**src/rtl/uart_tx_serializer_if.sv**
```systemverilog
// rtl/uart_tx_serializer_if.sv - character handshake between the bus-side TX register and the serializer
//
// Signals:
//   data_ready : bus side -> serializer, level, tx_data valid (asynchronous to the serializer clock)
//   tx_data    : bus side -> serializer, character, stable while data_ready=1
//   tx_busy    : serializer -> bus side, high from frame accept until the end of the last stop bit
//   tx_done    : serializer -> bus side, one-cycle pulse at the end of the last stop bit
interface uart_tx_serializer_if #(
    parameter int CHAR_W = 8
);
    logic              data_ready;
    logic [CHAR_W-1:0] tx_data;
    logic              tx_busy;
    logic              tx_done;

    modport master (
        output data_ready,
        output tx_data,
        input  tx_busy,
        input  tx_done
    );

    modport slave (
        input  data_ready,
        input  tx_data,
        output tx_busy,
        output tx_done
    );
endinterface

```
**src/rtl/uart_tx_serializer.sv**
```systemverilog
// rtl/uart_tx_serializer.sv - UART TX back end: accepts one character and shifts out an async frame
//
// Ports:
//   clock       : bit-timing clock
//   n_reset     : asynchronous active-low reset
//   bus         : slave side of uart_tx_serializer_if (data_ready, tx_data in; tx_busy, tx_done out)
//   uart_tx_pin : serial line, idle high
//
// Parameters: DIVIDER clocks per bit (>=2), CHAR_W data bits, PARITY 0 none / 1 even / 2 odd,
// STOP_BITS 1 or 2.
module uart_tx_serializer #(
    parameter int DIVIDER   = 4096,
    parameter int CHAR_W    = 8,
    parameter int PARITY    = 0,
    parameter int STOP_BITS = 1
) (
    input  logic                  clock,
    input  logic                  n_reset,
    uart_tx_serializer_if.slave   bus,
    output logic                  uart_tx_pin
);

    localparam int BAUD_W = $clog2(DIVIDER);
    localparam int CNT_W  = $clog2(CHAR_W + 1);

    localparam logic [BAUD_W-1:0] BAUD_LAST = BAUD_W'(DIVIDER - 1);
    localparam logic [BAUD_W-1:0] DONE_AT   = BAUD_W'(DIVIDER - 2);
    localparam logic [CNT_W-1:0]  LAST_DATA = CNT_W'(CHAR_W - 1);
    localparam logic [CNT_W-1:0]  LAST_STOP = CNT_W'(STOP_BITS - 1);
    localparam logic              ODD_PAR   = (PARITY == 2);

    typedef enum logic [2:0] {
        IDLE,
        START,
        DATA,
        PARITY_BIT,
        STOP
    } state_t;

    state_t              state_q, state_d;
    logic [BAUD_W-1:0]   baud_q, baud_d;
    logic [CNT_W-1:0]    bit_q, bit_d;
    logic [CHAR_W-1:0]   shift_q, shift_d;
    logic                par_q, par_d;
    logic                sync1_q, sync1_d;
    logic                rdy_s_q, rdy_s_d;
    logic [1:0]          primed_q, primed_d;
    logic                armed_q, armed_d;
    logic                pin_q, pin_d;
    logic                busy_q, busy_d;
    logic                done_q, done_d;

    logic                bit_end;
    logic [CHAR_W-1:0]   shift_next;

    assign bit_end    = (baud_q == BAUD_LAST);
    assign shift_next = shift_q >> 1;

    always_comb begin
        state_d  = state_q;
        baud_d   = baud_q;
        bit_d    = bit_q;
        shift_d  = shift_q;
        par_d    = par_q;
        armed_d  = armed_q;
        pin_d    = pin_q;
        busy_d   = busy_q;
        done_d   = 1'b0;

        sync1_d  = bus.data_ready;
        rdy_s_d  = sync1_q;
        // The sync stages come out of reset holding 0, which is not a real sample of
        // data_ready. primed_q marks when rdy_s_q reflects the input, so a data_ready
        // held high through reset cannot arm a fresh transmission.
        primed_d = {primed_q[0], 1'b1};

        if (primed_q[1] && !rdy_s_q) begin
            armed_d = 1'b1;
        end

        if (state_q != IDLE) begin
            baud_d = bit_end ? '0 : baud_q + BAUD_W'(1);
        end

        case (state_q)
            IDLE: begin
                pin_d  = 1'b1;
                busy_d = 1'b0;
                baud_d = '0;
                bit_d  = '0;
                if (rdy_s_q && armed_q) begin
                    shift_d = bus.tx_data;
                    par_d   = (^bus.tx_data) ^ ODD_PAR;
                    armed_d = 1'b0;
                    state_d = START;
                    pin_d   = 1'b0;
                    busy_d  = 1'b1;
                end
            end

            START: begin
                if (bit_end) begin
                    state_d = DATA;
                    pin_d   = shift_q[0];
                    bit_d   = '0;
                end
            end

            DATA: begin
                if (bit_end) begin
                    if (bit_q == LAST_DATA) begin
                        bit_d = '0;
                        if (PARITY != 0) begin
                            state_d = PARITY_BIT;
                            pin_d   = par_q;
                        end else begin
                            state_d = STOP;
                            pin_d   = 1'b1;
                        end
                    end else begin
                        bit_d   = bit_q + CNT_W'(1);
                        shift_d = shift_next;
                        pin_d   = shift_next[0];
                    end
                end
            end

            PARITY_BIT: begin
                if (bit_end) begin
                    state_d = STOP;
                    pin_d   = 1'b1;
                    bit_d   = '0;
                end
            end

            STOP: begin
                pin_d = 1'b1;
                // Registered pulse: set one cycle early so it is high during the final cycle.
                if (bit_q == LAST_STOP && baud_q == DONE_AT) begin
                    done_d = 1'b1;
                end
                if (bit_end) begin
                    if (bit_q == LAST_STOP) begin
                        state_d = IDLE;
                        busy_d  = 1'b0;
                        bit_d   = '0;
                    end else begin
                        bit_d = bit_q + CNT_W'(1);
                    end
                end
            end

            default: begin
                state_d = IDLE;
                pin_d   = 1'b1;
                busy_d  = 1'b0;
            end
        endcase
    end

    always_ff @(posedge clock or negedge n_reset) begin
        if (!n_reset) begin
            state_q  <= IDLE;
            baud_q   <= '0;
            bit_q    <= '0;
            shift_q  <= '0;
            par_q    <= 1'b0;
            sync1_q  <= 1'b0;
            rdy_s_q  <= 1'b0;
            primed_q <= 2'b00;
            armed_q  <= 1'b0;
            pin_q    <= 1'b1;
            busy_q   <= 1'b0;
            done_q   <= 1'b0;
        end else begin
            state_q  <= state_d;
            baud_q   <= baud_d;
            bit_q    <= bit_d;
            shift_q  <= shift_d;
            par_q    <= par_d;
            sync1_q  <= sync1_d;
            rdy_s_q  <= rdy_s_d;
            primed_q <= primed_d;
            armed_q  <= armed_d;
            pin_q    <= pin_d;
            busy_q   <= busy_d;
            done_q   <= done_d;
        end
    end

    assign uart_tx_pin = pin_q;
    assign bus.tx_busy = busy_q;
    assign bus.tx_done = done_q;

endmodule

```
**src/flat_wrapper.sv**
```systemverilog
// flat-port wrapper written by rule: the top's interface ports become plain ports
module uart_tx_serializer_flat 
#(
    parameter int DIVIDER   = 4096,
    parameter int CHAR_W    = 8,
    parameter int PARITY    = 0,
    parameter int STOP_BITS = 1
)
  (clock, n_reset, uart_tx_pin, bus_data_ready, bus_tx_data, bus_tx_busy, bus_tx_done);
  uart_tx_serializer_if #(.CHAR_W(CHAR_W)) bus_i ();
  input  logic clock;
  input  logic n_reset;
  output logic uart_tx_pin;
  input wire logic [$bits(bus_i.data_ready)-1:0] bus_data_ready;
  input wire logic [$bits(bus_i.tx_data)-1:0] bus_tx_data;
  output wire logic [$bits(bus_i.tx_busy)-1:0] bus_tx_busy;
  output wire logic [$bits(bus_i.tx_done)-1:0] bus_tx_done;
  assign bus_i.data_ready = bus_data_ready;
  assign bus_i.tx_data = bus_tx_data;
  assign bus_tx_busy = bus_i.tx_busy;
  assign bus_tx_done = bus_i.tx_done;
  uart_tx_serializer #(.DIVIDER(DIVIDER), .CHAR_W(CHAR_W), .PARITY(PARITY), .STOP_BITS(STOP_BITS)) u_core (.clock(clock), .n_reset(n_reset), .bus(bus_i), .uart_tx_pin(uart_tx_pin));
endmodule
```
**config.mk**
```make
export PLATFORM = sky130hd
export DESIGN_NAME = uart_tx_serializer_flat
export DESIGN_NICKNAME = d
export VERILOG_FILES = /design/src/rtl/uart_tx_serializer_if.sv /design/src/rtl/uart_tx_serializer.sv /design/src/flat_wrapper.sv
export SDC_FILE = /design/constraint.sdc
export NUM_CORES = 1
export LEC_CHECK = 0
export BUFFER_PORTS_ARGS = -buffer_cell sky130_fd_sc_hd__clkbuf_2
export CAP_MARGIN = 30
export CORE_ASPECT_RATIO = 0.5
export CORE_MARGIN = 8
export CORE_UTILIZATION = 29
export DETAILED_ROUTE_END_ITERATION = 7
export PLACE_DENSITY_LB_ADDON = 0.12
export RECOVER_POWER = 50
export SKIP_LAST_GASP = 1
export SLEW_MARGIN = 20
export SYNTH_ARGS = -nofsm -noshare
export SYNTH_HDL_FRONTEND = slang
export SYNTH_SLANG_ARGS = --single-unit
```
**constraint.sdc**
```tcl
create_clock -name clock -period 5.4 [get_ports clock]
set_clock_uncertainty 0.1 [all_clocks]
set_input_delay 0.54 -clock clock [delete_from_list [all_inputs] [get_ports clock]]
set_output_delay 0.54 -clock clock [all_outputs]
set_load 0.01 [all_outputs]
```
### After elaboration in Yosys (flattened, before gate mapping)

Index checks and enable logic that the tools add are counted.
W data, S select, Z words.

* input bits: 11
* output and inout bits: 3
* flip-flop bits (word level): 35
* logic and storage cells: 83

* multiplexer cells: 36
* bitwise gates (word level): 1
* $add $sub $neg: 2
* eq/ne operators: 16
* reduce and logical (&&, ||, !) cells: 17

Operators with widths (number)
* $mux W12: 3
* $eq A12 B12 Y1 const B: 2
* $mux W8: 3
* $mux W3: 7
* $mux W4: 5
* $ne A2 B1 Y1 const B: 8
* $pmux W4 S4: 1
* $pmux W8 S2: 1
* $pmux W3 S5: 1
* $mux W1: 13
* $add A12 B1 Y12 const B: 1
* $reduce_and A4 Y1: 2
* $reduce_and A7 Y1: 1
* $eq A3 B2 Y1 const B: 2
* $reduce_and A3 Y1: 2
* $add A4 B1 Y4 const B: 1
* $eq A4 B3 Y1 const B: 1
* $logic_not A4 Y1: 1
* $pmux W1 S4: 1
* $reduce_bool A2 Y1: 2
* $reduce_bool A4 Y1: 1
* $eq A3 B1 Y1 const B: 1
* $eq A3 B3 Y1 const B: 1
* $logic_and A1 B1 Y1: 3
* other kinds (8): 8

### Logic depth before layout (Yosys ltp)

Gate-level depths: netlist of run 1.

* depth after elaboration: 5
* mapped depth: 6
* mapped depth without buffers: 6

### Worst setup path after synthesis of run 1

No wires, ideal clock.

* path kind: register to register
* start: reg u_core.baud_q[0]
* end: reg u_core.bit_q[2]
* path slack: 3509 ps
* period minus slack after synthesis: 1891 ps
* arrival time: 1667 ps
* stages on the path, launching flop included: 6
* buffers on the path: 0
* path through: dfrtp_1 -> ha_1 -> nand3_1 -> o41a_1 -> a21boi_1 -> mux2_2

* word-level cells in the longest chain between the ends: 3
* elaborated cells on any way between the ends: 5
* classes of those cells: eq/ne (4); reduce/logical (1)

RTL lines
* start: declaration: line uart_tx_serializer.sv:41 `logic [BAUD_W-1:0] baud_q, baud_d;`
* start signal: assignment: line uart_tx_serializer.sv:177 `baud_q <= baud_d;`
* $eq A12 B12 Y1 *: line uart_tx_serializer.sv:56 `assign bit_end = (baud_q == BAUD_LAST);`
* $ne A2 B1 Y1 (no line)
* $reduce_and A4 Y1 (no line) *
* end signal: assignment: line uart_tx_serializer.sv:178 `bit_q <= bit_d;`
* end: declaration: line uart_tx_serializer.sv:42 `logic [CNT_W-1:0] bit_q, bit_d;`

Every way passes the cells marked *; elsewhere a longest branch is shown, timed or not.
A chain may end at the register's enable or synchronous reset.

### Final worst setup path of run 1

* start: reg u_core.state_q[2]
* end: reg u_core.shift_q[2]

* word-level cells in the longest chain between the ends: 3
* elaborated cells on any way between the ends: 8
* classes of those cells: eq/ne (4); mux (1); reduce/logical (3)

RTL lines
* start: declaration: line uart_tx_serializer.sv:40 `state_t state_q, state_d;`
* start signal: assignment: line uart_tx_serializer.sv:176 `state_q <= state_d;`
* $eq A3 B2 Y1 or $logic_not A3 Y1 (tied branches): line uart_tx_serializer.sv:85 `case (state_q)`
* $ne A2 B2 Y1 (no line) (tied with other cells)
* $reduce_and A4 Y1 (no line)
* end signal: assignment: line uart_tx_serializer.sv:179 `shift_q <= shift_d;`
* end: declaration: line uart_tx_serializer.sv:43 `logic [CHAR_W-1:0] shift_q, shift_d;`

Several ways; a longest one is shown, not always the timed one.

==> flow_summary.html, run 1 <==
<table>
<tr><th>Metric</th><th>Value</th></tr>
<tr><th colspan="2">Synthesis</th></tr>
<tr><td>Most common flop cell mapped by yosys</td><td>dfrtp_1</td></tr>
<tr><td>Number of flip-flops and latches in the synthesized netlist</td><td>35</td></tr>
<tr><td>Synthesized instance count</td><td>approximately 170</td></tr>
<tr><td>Mean instance size in the synthesized netlist</td><td>approximately 11 µm²</td></tr>
<tr><td>Distinct cells, synth</td><td>47</td></tr>
<tr><td>Cell types with the largest area share after synthesis</td><td>dfrtp_1, mux2_2, xor2_1</td></tr>
<tr><td>Number of synthesis warnings</td><td>0</td></tr>
<tr><td>Share of synthesized area occupied by flip-flops and latches</td><td>about half</td></tr>
<tr><td>Most area-hungry cell type in the Yosys netlist</td><td>dfrtp_1</td></tr>
<tr><td>Count of flip-flops with a built-in enable after synthesis</td><td>0</td></tr>
<tr><td>Yosys top cell area share</td><td>47.4%</td></tr>
<tr><td>Combined area of all synthesized cells</td><td>around 0.0018 mm²</td></tr>
<tr><td>Mapped Nets</td><td>180</td></tr>
<tr><td>Asr flop ratio synth</td><td>100%</td></tr>
<tr><th colspan="2">Place</th></tr>
<tr><td>Last weighted congestion value of the routability-driven placer</td><td>between 0.7 and 0.8</td></tr>
<tr><td>Dpl cell area</td><td>between 0.0015 and 0.002 mm²</td></tr>
<tr><td>Port Buffers</td><td>13</td></tr>
<tr><td>HPWL after detailed placement</td><td>~2.6 mm</td></tr>
<tr><th colspan="2">Timing</th></tr>
<tr><td>Slew at the pin closest to its max-slew limit</td><td>between 1 and 1.5 ns</td></tr>
<tr><td>Unrepaired setup endpoints after global routing</td><td>false</td></tr>
<tr><td>Setup TNS</td><td>0 ns</td></tr>
<tr><td>Portion of the clock cycle consumed by the worst path in the final layout</td><td>around 40%</td></tr>
<tr><td>Relative slew slack</td><td>between 30% and 40%</td></tr>
<tr><td>Fin crit period</td><td>about 2.2 ns</td></tr>
<tr><td>Post-Route Hold Slack</td><td>~0.25 ns</td></tr>
<tr><td>Number of failing setup endpoints in the final timing report</td><td>0</td></tr>
<tr><td>Final Hold Vio Count</td><td>0</td></tr>
<tr><td>Maximum operating frequency</td><td>around 460 MHz</td></tr>
<tr><td>Max Transition Viols Final</td><td>0</td></tr>
<tr><th colspan="2">Power and ir drop</th></tr>
<tr><td>Worst supply voltage drop on vdd</td><td>about 0.15 mV</td></tr>
<tr><td>Internal Power</td><td>around 650 µW</td></tr>
<tr><td>Net switching power</td><td>270 µW</td></tr>
<tr><td>Sequential cell fraction of total power</td><td>between 40% and 50%</td></tr>
<tr><td>Relative contribution of the clock network to total power</td><td>a little over a third</td></tr>
<tr><td>Lkg Pwr</td><td>about 0.0009 µW</td></tr>
<tr><td>Share of power burned in combinational logic</td><td>between 20% and 30%</td></tr>
<tr><td>Total power</td><td>approximately 900 µW</td></tr>
<tr><td>Power per standard cell area</td><td>approximately 430 mW/mm²</td></tr>
<tr><td>Fraction of power spent switching nets</td><td>between 20 and 30%</td></tr>
<tr><th colspan="2">Critical path</th></tr>
<tr><td>Beginning of the worst register-to-register path</td><td>u_core.state_q[2]$_DFFE_PN0P_</td></tr>
<tr><td>Critical path capture point type</td><td>flop</td></tr>
<tr><td>Critical path start-end classification</td><td>flop to flop</td></tr>
<tr><td>Worst Path Arrival</td><td>about 2.2 ns</td></tr>
<tr><td>Cell depth of the worst flop-to-flop path</td><td>4</td></tr>
<tr><td>Critical Path RT</td><td>5.46 ns</td></tr>
<tr><td>Register-to-register setup slack</td><td>between 3 and 4 ns</td></tr>
<tr><td>Setup crit start kind</td><td>flop</td></tr>
<tr><td>Crit Path Max Fanout</td><td>13</td></tr>
<tr><td>Capture instance of the worst register-to-register path</td><td>u_core.shift_q[2]$_DFFE_PN0P_</td></tr>
<tr><th colspan="2">Die</th></tr>
<tr><td># IOs</td><td>14</td></tr>
<tr><td>Initial Util</td><td>about 30%</td></tr>
<tr><td>Die height</td><td>between 70 and 80 µm</td></tr>
<tr><td>Placeable Area</td><td>a little over 0.006 mm²</td></tr>
<tr><td>Die Outline Area</td><td>between 0.009 and 0.01 mm²</td></tr>
<tr><td>Number of placement rows</td><td>20</td></tr>
<tr><td>Die outline width</td><td>about 130 µm</td></tr>
<tr><th colspan="2">Min path</th></tr>
<tr><td>Hold path start</td><td>u_core.primed_q[0]$_DFF_PN0_</td></tr>
<tr><td>Hold path endpoint</td><td>u_core.primed_q[1]$_DFF_PN0_</td></tr>
<tr><td>Depth of the worst hold-timing path</td><td>0</td></tr>
<tr><td>Type of the most critical hold path</td><td>flop to flop</td></tr>
<tr><th colspan="2">Global routing</th></tr>
<tr><td>Number of antenna violations at the first check in global routing</td><td>0</td></tr>
<tr><td>Total routing usage reported by global routing</td><td>approximately 8.9%</td></tr>
<tr><td>Via count of the first global-routing pass</td><td>around 1.3k</td></tr>
<tr><td>Wire length of the first global-routing pass</td><td>roughly 6.4 mm</td></tr>
<tr><td>Maximum number of pins on one net before global-route repair</td><td>36</td></tr>
<tr><td>Total congestion overflow after global routing</td><td>0</td></tr>
<tr><th colspan="2">Run status</th></tr>
<tr><td>Status</td><td>finished clean</td></tr>
<tr><th colspan="2">Final layout</th></tr>
<tr><td># diodes</td><td>0</td></tr>
<tr><td>Utilization after layout</td><td>35.1%</td></tr>
<tr><td>Final Instance Area</td><td>about 0.0021 mm²</td></tr>
<tr><td>Leading cell types in the layout, fill and taps excluded</td><td>dfrtp_1, mux2_2, nor2_1</td></tr>
<tr><td>Most frequent standard cell in the layout excluding fill and tap cells</td><td>dfrtp_1</td></tr>
<tr><td>Layout cells sized above 1</td><td>24.7%</td></tr>
<tr><td>Final layout net count</td><td>about 200</td></tr>
<tr><td>Growth of design area from synthesis to finish</td><td>18.1%</td></tr>
<tr><th colspan="2">Drt</th></tr>
<tr><td>Wirelength per Cell</td><td>13.5 µm</td></tr>
<tr><td>Final routed wirelength across all metal layers</td><td>between 3 and 4 mm</td></tr>
<tr><td>Iteration-0 DRC Markers</td><td>70</td></tr>
<tr><td>Count of vias placed by the detailed router</td><td>1267</td></tr>
<tr><td># DRC</td><td>0</td></tr>
<tr><td>Pre-antenna DRT Iters</td><td>6</td></tr>
<tr><td>Post-detailed-route count of antenna-violating nets</td><td>0</td></tr>
<tr><td>Routed via count divided by cell count</td><td>4.69</td></tr>
<tr><th colspan="2">Clocking</th></tr>
<tr><td>Maximum number of buffers from clock root to sink</td><td>2</td></tr>
<tr><td>H-tree depth</td><td>2</td></tr>
<tr><td>Hold buffers post-CTS</td><td>0</td></tr>
<tr><td>Skew-Pair Late Insertion Delay</td><td>approximately 0.28 ns</td></tr>
<tr><td>Post-CTS setup buffer count</td><td>0</td></tr>
<tr><td>Clock sinks</td><td>35</td></tr>
<tr><td>CTS tree</td><td>done</td></tr>
<tr><td>Root Buffer Master</td><td>clkbuf_16</td></tr>
<tr><td>Number of buffers created by CTS</td><td>5</td></tr>
<tr><td>Clock slew seen by the registers of the worst setup and hold paths</td><td>around 0.06 ns</td></tr>
<tr><td>Post-CTS Resized</td><td>0</td></tr>
<tr><th colspan="2">Run</th></tr>
<tr><td>Maximum capacitance violations</td><td>0</td></tr>
</table>
[layout make-up]
class | instances | area [µm²]
clock inverters | 2 | 35.0
fillers | 602 | 3910
repair buffers | 14 | 67.6
inverters | 8 | 30.0
clock buffers | 6 | 139
flip-flops and latches | 35 | 877
multi-input cells | 117 | 861
well taps | 88 | 110
[cells in the mapped netlist, types with 4 or more instances]
library cell and count:
dfrtp_1 34, xor2_1 6, nand3_1 10, mux2_2 15, nand2_1 9, nand4_1 5, and4_1 4, nor2_1 13
or3_1 4, ha_1 4, a21oi_1 4, inv_1 8, o21ai_0 7
[layer usage]
metal  global-route usage [%]  share of wire (%)  vias to the layer above
met5                        0                  0                        -
met4                     3.27               0.99                        0
met3                     3.40                3.4                        2
met2                     13.0                 43                       20
met1                     11.6                 52                      620
li1                         -                  -                      625
[stage by stage]
step / worst slack [ns] / instances
detailed placement: 3.21 / 261
global placement: 3.20 / 261
global route: 3.04 / 270
floorplan: 3.51 / 165
finish: 3.24 / 270
CTS: 3.20 / 269
[registers in the layout, summed over array words and instances (netlist names), 2 cells and up]
name	flops
u_core.baud_q	12
u_core.shift_q	8
u_core.bit_q	4
u_core.state_q	3
u_core.primed_q	2
[critical path: stages (launching register included)]
cell and delay, ns:
dfrtp_1 0.54, nor3b_4 0.57, nand2_2 0.16, o21ai_4 0.30, mux2_2 0.37
[worst max-delay path by stage]
stage / depth (start not counted) / endpoint / slack, ns / from
3_5_place_dp: 4 / u_core.shift_q[4]$_DFFE_PN0P_ / 3.21 / u_core.state_q[2]$_DFFE_PN0P_
6_report: 4 / u_core.shift_q[2]$_DFFE_PN0P_ / 3.24 / u_core.state_q[2]$_DFFE_PN0P_
2_1_floorplan: 5 / u_core.bit_q[2]$_DFFE_PN0P_ / 3.51 / u_core.baud_q[0]$_DFF_PN0_
5_1_grt: 4 / u_core.shift_q[2]$_DFFE_PN0P_ / 3.04 / u_core.state_q[2]$_DFFE_PN0P_
3_3_place_gp: 4 / u_core.shift_q[4]$_DFFE_PN0P_ / 3.20 / u_core.state_q[2]$_DFFE_PN0P_
4_1_cts: 4 / u_core.shift_q[4]$_DFFE_PN0P_ / 3.20 / u_core.state_q[2]$_DFFE_PN0P_
[power by group through the flow]
| stage | Combinational [µW] | Sequential [µW] | Clock, µW |
|---|---|---|---|
| finish | 193 | 391 | 336 |
| global placement | 197 | 393 | 0 |
| CTS | 198 | 391 | 346 |
| detailed placement | 197 | 395 | 0 |
| floorplan | 166 | 367 | 0 |
| global route | 223 | 400 | 361 |
[kinds of logic (layout without fill, tap and decap cells)]
group | count (synthesis) | after routing | share of synthesized area (%)
flops | 35 | 35 | 48.9
buf+inv | 13 | 30 | 3.14
mux | 17 | 17 | 10.5
other cells | 1 | 1 | 0.209
fa+ha+maj | 4 | 4 | 2.79
compound gates | 25 | 25 | 10.7
xor+xnor | 8 | 8 | 3.91
simple gates | 62 | 62 | 19.9
(Power assumes the default switching activity.)
==> inputs of run 2 (changes only) <==
==> constraint.sdc (replaced) <==
create_clock -name clock -period 2.2 [get_ports clock]
set_clock_uncertainty 0.1 [all_clocks]
set_input_delay 0.22 -clock clock [delete_from_list [all_inputs] [get_ports clock]]
set_output_delay 0.22 -clock clock [all_outputs]
set_load 0.01 [all_outputs]
==> run 2 against run 1 <==
  * Critical path depth is 1 higher
  * Sequential power up 140%
  * Final cell count rose by 3.0%
  * Sequential cell count did not move
  * Clock-buffer cell count grew 1
  * Clock power increased by 130%
  * Maximum frequency is 6.2% higher
  * Routed wire length is 0.71% lower
  * Register-to-register slack worse by 3.1 ns
  * Non-clock buffer count is 8 higher
  * Die area unchanged
==> flow_summary.html, run 2 (synthesized netlist as in run 1, its figures left out) <==
<table>
<tr><th>Metric</th><th>Value</th></tr>
<tr><th colspan="2">Run status</th></tr>
<tr><td>Status</td><td>finished clean</td></tr>
<tr><th colspan="2">Global routing</th></tr>
<tr><td>Total congestion overflow after global routing</td><td>0</td></tr>
<tr><td>Busiest layer in global routing</td><td>met2</td></tr>
<tr><td>Total routing usage reported by global routing</td><td>around 8.9%</td></tr>
<tr><td>Number of antenna violations at the first check in global routing</td><td>0</td></tr>
<tr><td>Wire length of the first global-routing pass</td><td>between 6 and 7 mm</td></tr>
<tr><td>Maximum number of pins on one net before global-route repair</td><td>16</td></tr>
<tr><td>Met2 usage</td><td>approximately 14%</td></tr>
<tr><td>Via count of the first global-routing pass</td><td>1379</td></tr>
<tr><td>Met1 track utilization from global routing</td><td>between 10% and 20%</td></tr>
<tr><td>Global-route met3 utilization</td><td>around 2.7%</td></tr>
<tr><th colspan="2">Clocking</th></tr>
<tr><td>Maximum number of buffers from clock root to sink</td><td>2</td></tr>
<tr><td>H-tree depth</td><td>2</td></tr>
<tr><td>Root Buffer Master</td><td>clkbuf_16</td></tr>
<tr><td>CTS tree</td><td>done</td></tr>
<tr><td>Clock sinks</td><td>35</td></tr>
<tr><td>Skew-Pair Late Insertion Delay</td><td>approximately 0.27 ns</td></tr>
<tr><td>Number of buffers created by CTS</td><td>5</td></tr>
<tr><td>Clock slew seen by the registers of the worst setup and hold paths</td><td>~0.05 ns</td></tr>
<tr><th colspan="2">Timing</th></tr>
<tr><td>Final Hold Vio Count</td><td>0</td></tr>
<tr><td>Slew at the pin closest to its max-slew limit</td><td>around 0.67 ns</td></tr>
<tr><td>Fin crit period</td><td>just over 2 ns</td></tr>
<tr><td>Relative slew slack</td><td>a little under three fifths</td></tr>
<tr><td>Portion of the clock cycle consumed by the worst path in the final layout</td><td>92.6%</td></tr>
<tr><td>Setup TNS</td><td>0 ns</td></tr>
<tr><td>Max Transition Viols Final</td><td>0</td></tr>
<tr><td>Maximum operating frequency</td><td>491 MHz</td></tr>
<tr><td>Unrepaired setup endpoints after global routing</td><td>false</td></tr>
<tr><td>Final setup slack of the worst path</td><td>about 0.16 ns</td></tr>
<tr><td>Number of failing setup endpoints in the final timing report</td><td>0</td></tr>
<tr><th colspan="2">Critical path</th></tr>
<tr><td>Critical path capture point type</td><td>flop</td></tr>
<tr><td>Setup crit start kind</td><td>flop</td></tr>
<tr><td>Crit Path Max Fanout</td><td>5</td></tr>
<tr><td>Buffers and inverters on the worst path</td><td>0</td></tr>
<tr><td>Slowest cell on crit path</td><td>o41a_1</td></tr>
<tr><td>Sequence of cells on the critical path</td><td>ha_1 &gt; nand3_1 &gt; o41a_1 &gt; a21boi_1 &gt; mux2_2</td></tr>
<tr><td>Worst Path Arrival</td><td>~2.1 ns</td></tr>
<tr><td>Critical path start-end classification</td><td>flop to flop</td></tr>
<tr><td>Critical Path RT</td><td>between 2 and 2.5 ns</td></tr>
<tr><td>Cell type group with the largest total delay on the critical path</td><td>compound AO/OA/AOI/OAI gates</td></tr>
<tr><td>Slowest cell delay on critical path</td><td>around 0.5 ns</td></tr>
<tr><th colspan="2">Final layout</th></tr>
<tr><td>Multi-input logic area</td><td>just under 900 µm²</td></tr>
<tr><td>Filler Cell Count</td><td>slightly above 600</td></tr>
<tr><td>Final Instance Area</td><td>0.00218 mm²</td></tr>
<tr><td>Number of flip-flops under the largest register name</td><td>12</td></tr>
<tr><td>Growth of design area from synthesis to finish</td><td>21.3%</td></tr>
<tr><td>Biggest regs</td><td>u_core.baud_q x12, u_core.shift_q x8, u_core.bit_q x4</td></tr>
<tr><td>Register area</td><td>877 µm²</td></tr>
<tr><td>Leading cell types in the layout, fill and taps excluded</td><td>dfrtp_1, mux2_2, nor2_1</td></tr>
<tr><td>Register containing the most flip-flops in the final layout</td><td>u_core.baud_q</td></tr>
<tr><td>Layout cells sized above 1</td><td>approximately 26%</td></tr>
<tr><td>Number of cells in the finished layout apart from fillers</td><td>about 280</td></tr>
<tr><td>Utilization after layout</td><td>~36%</td></tr>
<tr><td>Final layout net count</td><td>roughly 200</td></tr>
<tr><td># diodes</td><td>0</td></tr>
<tr><td>Most frequent standard cell in the layout excluding fill and tap cells</td><td>dfrtp_1</td></tr>
<tr><th colspan="2">Place</th></tr>
<tr><td>HPWL after detailed placement</td><td>between 2 and 3 mm</td></tr>
<tr><td>Placed instance count</td><td>between 200 and 300</td></tr>
<tr><td>Port Buffers</td><td>13</td></tr>
<tr><td>Last weighted congestion value of the routability-driven placer</td><td>0.717</td></tr>
<tr><td>Dpl cell area</td><td>around 0.0020 mm²</td></tr>
<tr><td>Pre-CTS setup slack</td><td>roughly 0.12 ns</td></tr>
<tr><th colspan="2">Power and ir drop</th></tr>
<tr><td>Power per standard cell area</td><td>1030 mW/mm²</td></tr>
<tr><td>Lkg Pwr</td><td>roughly 0.0009 µW</td></tr>
<tr><td>Worst supply voltage drop on vdd</td><td>~0.35 mV</td></tr>
<tr><th colspan="2">Die</th></tr>
<tr><td>Die height</td><td>slightly above 70 µm</td></tr>
<tr><td>Die outline width</td><td>roughly 130 µm</td></tr>
<tr><td>Placeable Area</td><td>~0.0060 mm²</td></tr>
<tr><td>Initial Util</td><td>about 30%</td></tr>
<tr><td>Die Outline Area</td><td>roughly 0.0091 mm²</td></tr>
<tr><td># IOs</td><td>14</td></tr>
<tr><td>Number of placement rows</td><td>20</td></tr>
<tr><th colspan="2">Run</th></tr>
<tr><td>Maximum capacitance violations</td><td>0</td></tr>
<tr><th colspan="2">Drt</th></tr>
<tr><td>Count of vias placed by the detailed router</td><td>1280</td></tr>
<tr><td>Final routed wirelength across all metal layers</td><td>~3.6 mm</td></tr>
<tr><td>Pre-antenna DRT Iters</td><td>4</td></tr>
<tr><td># DRC</td><td>0</td></tr>
<tr><td>Iteration-0 DRC Markers</td><td>37</td></tr>
<tr><td>Post-detailed-route count of antenna-violating nets</td><td>0</td></tr>
<tr><td>Wirelength per Cell</td><td>13.1 µm</td></tr>
<tr><td>Routed via count divided by cell count</td><td>~4.6</td></tr>
<tr><th colspan="2">Min path</th></tr>
<tr><td>Type of the most critical hold path</td><td>primary input to flop</td></tr>
</table>
==> run 2: cell types whose count changed in the layout (fill, tap and decap cells not counted), sizes merged <==
| cell | delta |
|---|---|
| buf | +5 |
| clkinv | -1 |
| dlygate4sd3 | +2 |
| clkbuf | +2 |
==> run 2: timing repair <==
action | 4_1_cts | 5_1_grt
resized for setup | 0 | 1
hold buffers | 2 | 0
setup endpoints to repair | 0 | 2
buffers inserted | 0 | 0
endpoints found under the hold margin | 11 | 0
==> run 2: where the power goes <==
part | total, µW | leakage [µW] | internal (µW) | switching [µW]
clock network | 773 | 0.0000781 | 535 | 239
logic | 518 | 0.000384 | 250 | 268
registers | 944 | 0.000445 | 808 | 136
==> run 2: worst reg2reg max path: stages, from the launching register on <==
cell,delay (ns)
dfrtp_1,0.40
ha_1,0.22
nand3_1,0.17
o41a_1,0.50
a21boi_1,0.18
mux2_2,0.34
==> run 2: per-layer routing <==
metal	share of wire, %	wire length [µm]	vias up
met1	51	1850	625
met5	0	0	-
met2	45	1630	14
met3	3.3	120	2
li1	-	-	639
met4	0.94	34	0
==> run 2: worst paths after layout <==
kind	start	end	slack, ns	cells past startpoint
setup / recovery	u_core.baud_q[0]$_DFF_PN0_	u_core.bit_q[2]$_DFFE_PN0P_	0.16	5
hold / removal	bus_tx_data[2]	u_core.shift_q[2]$_DFFE_PN0P_	0.20	3
setup reg to reg	u_core.baud_q[0]$_DFF_PN0_	u_core.bit_q[2]$_DFFE_PN0P_	0.16	5
hold reg to reg	u_core.primed_q[0]$_DFF_PN0_	u_core.primed_q[1]$_DFF_PN0_	0.25	0
max in group asynchronous	n_reset	u_core.baud_q[9]$_DFF_PN0_	0.79	3
min in group asynchronous	n_reset	u_core.armed_q$_DFF_PN0_	0.39	2
==> run 2: stage by stage <==
step	hold WS, ns	power (µW)
global placement	0.0325	1470
floorplan	-0.176	1310
detailed placement	0.0277	1480
global route	0.210	2390
CTS	0.201	2280
finish	0.204	2230
==> run 2: layout make-up <==
cell class | instances | share of cell area (%)
multi-input combinational | 117 | 39.9
inverter | 8 | 1.38
timing repair buffer | 22 | 5.92
tap | 88 | 5.06
clock buffer | 7 | 6.09
clock inverter | 1 | 1.38
sequential | 35 | 40.3
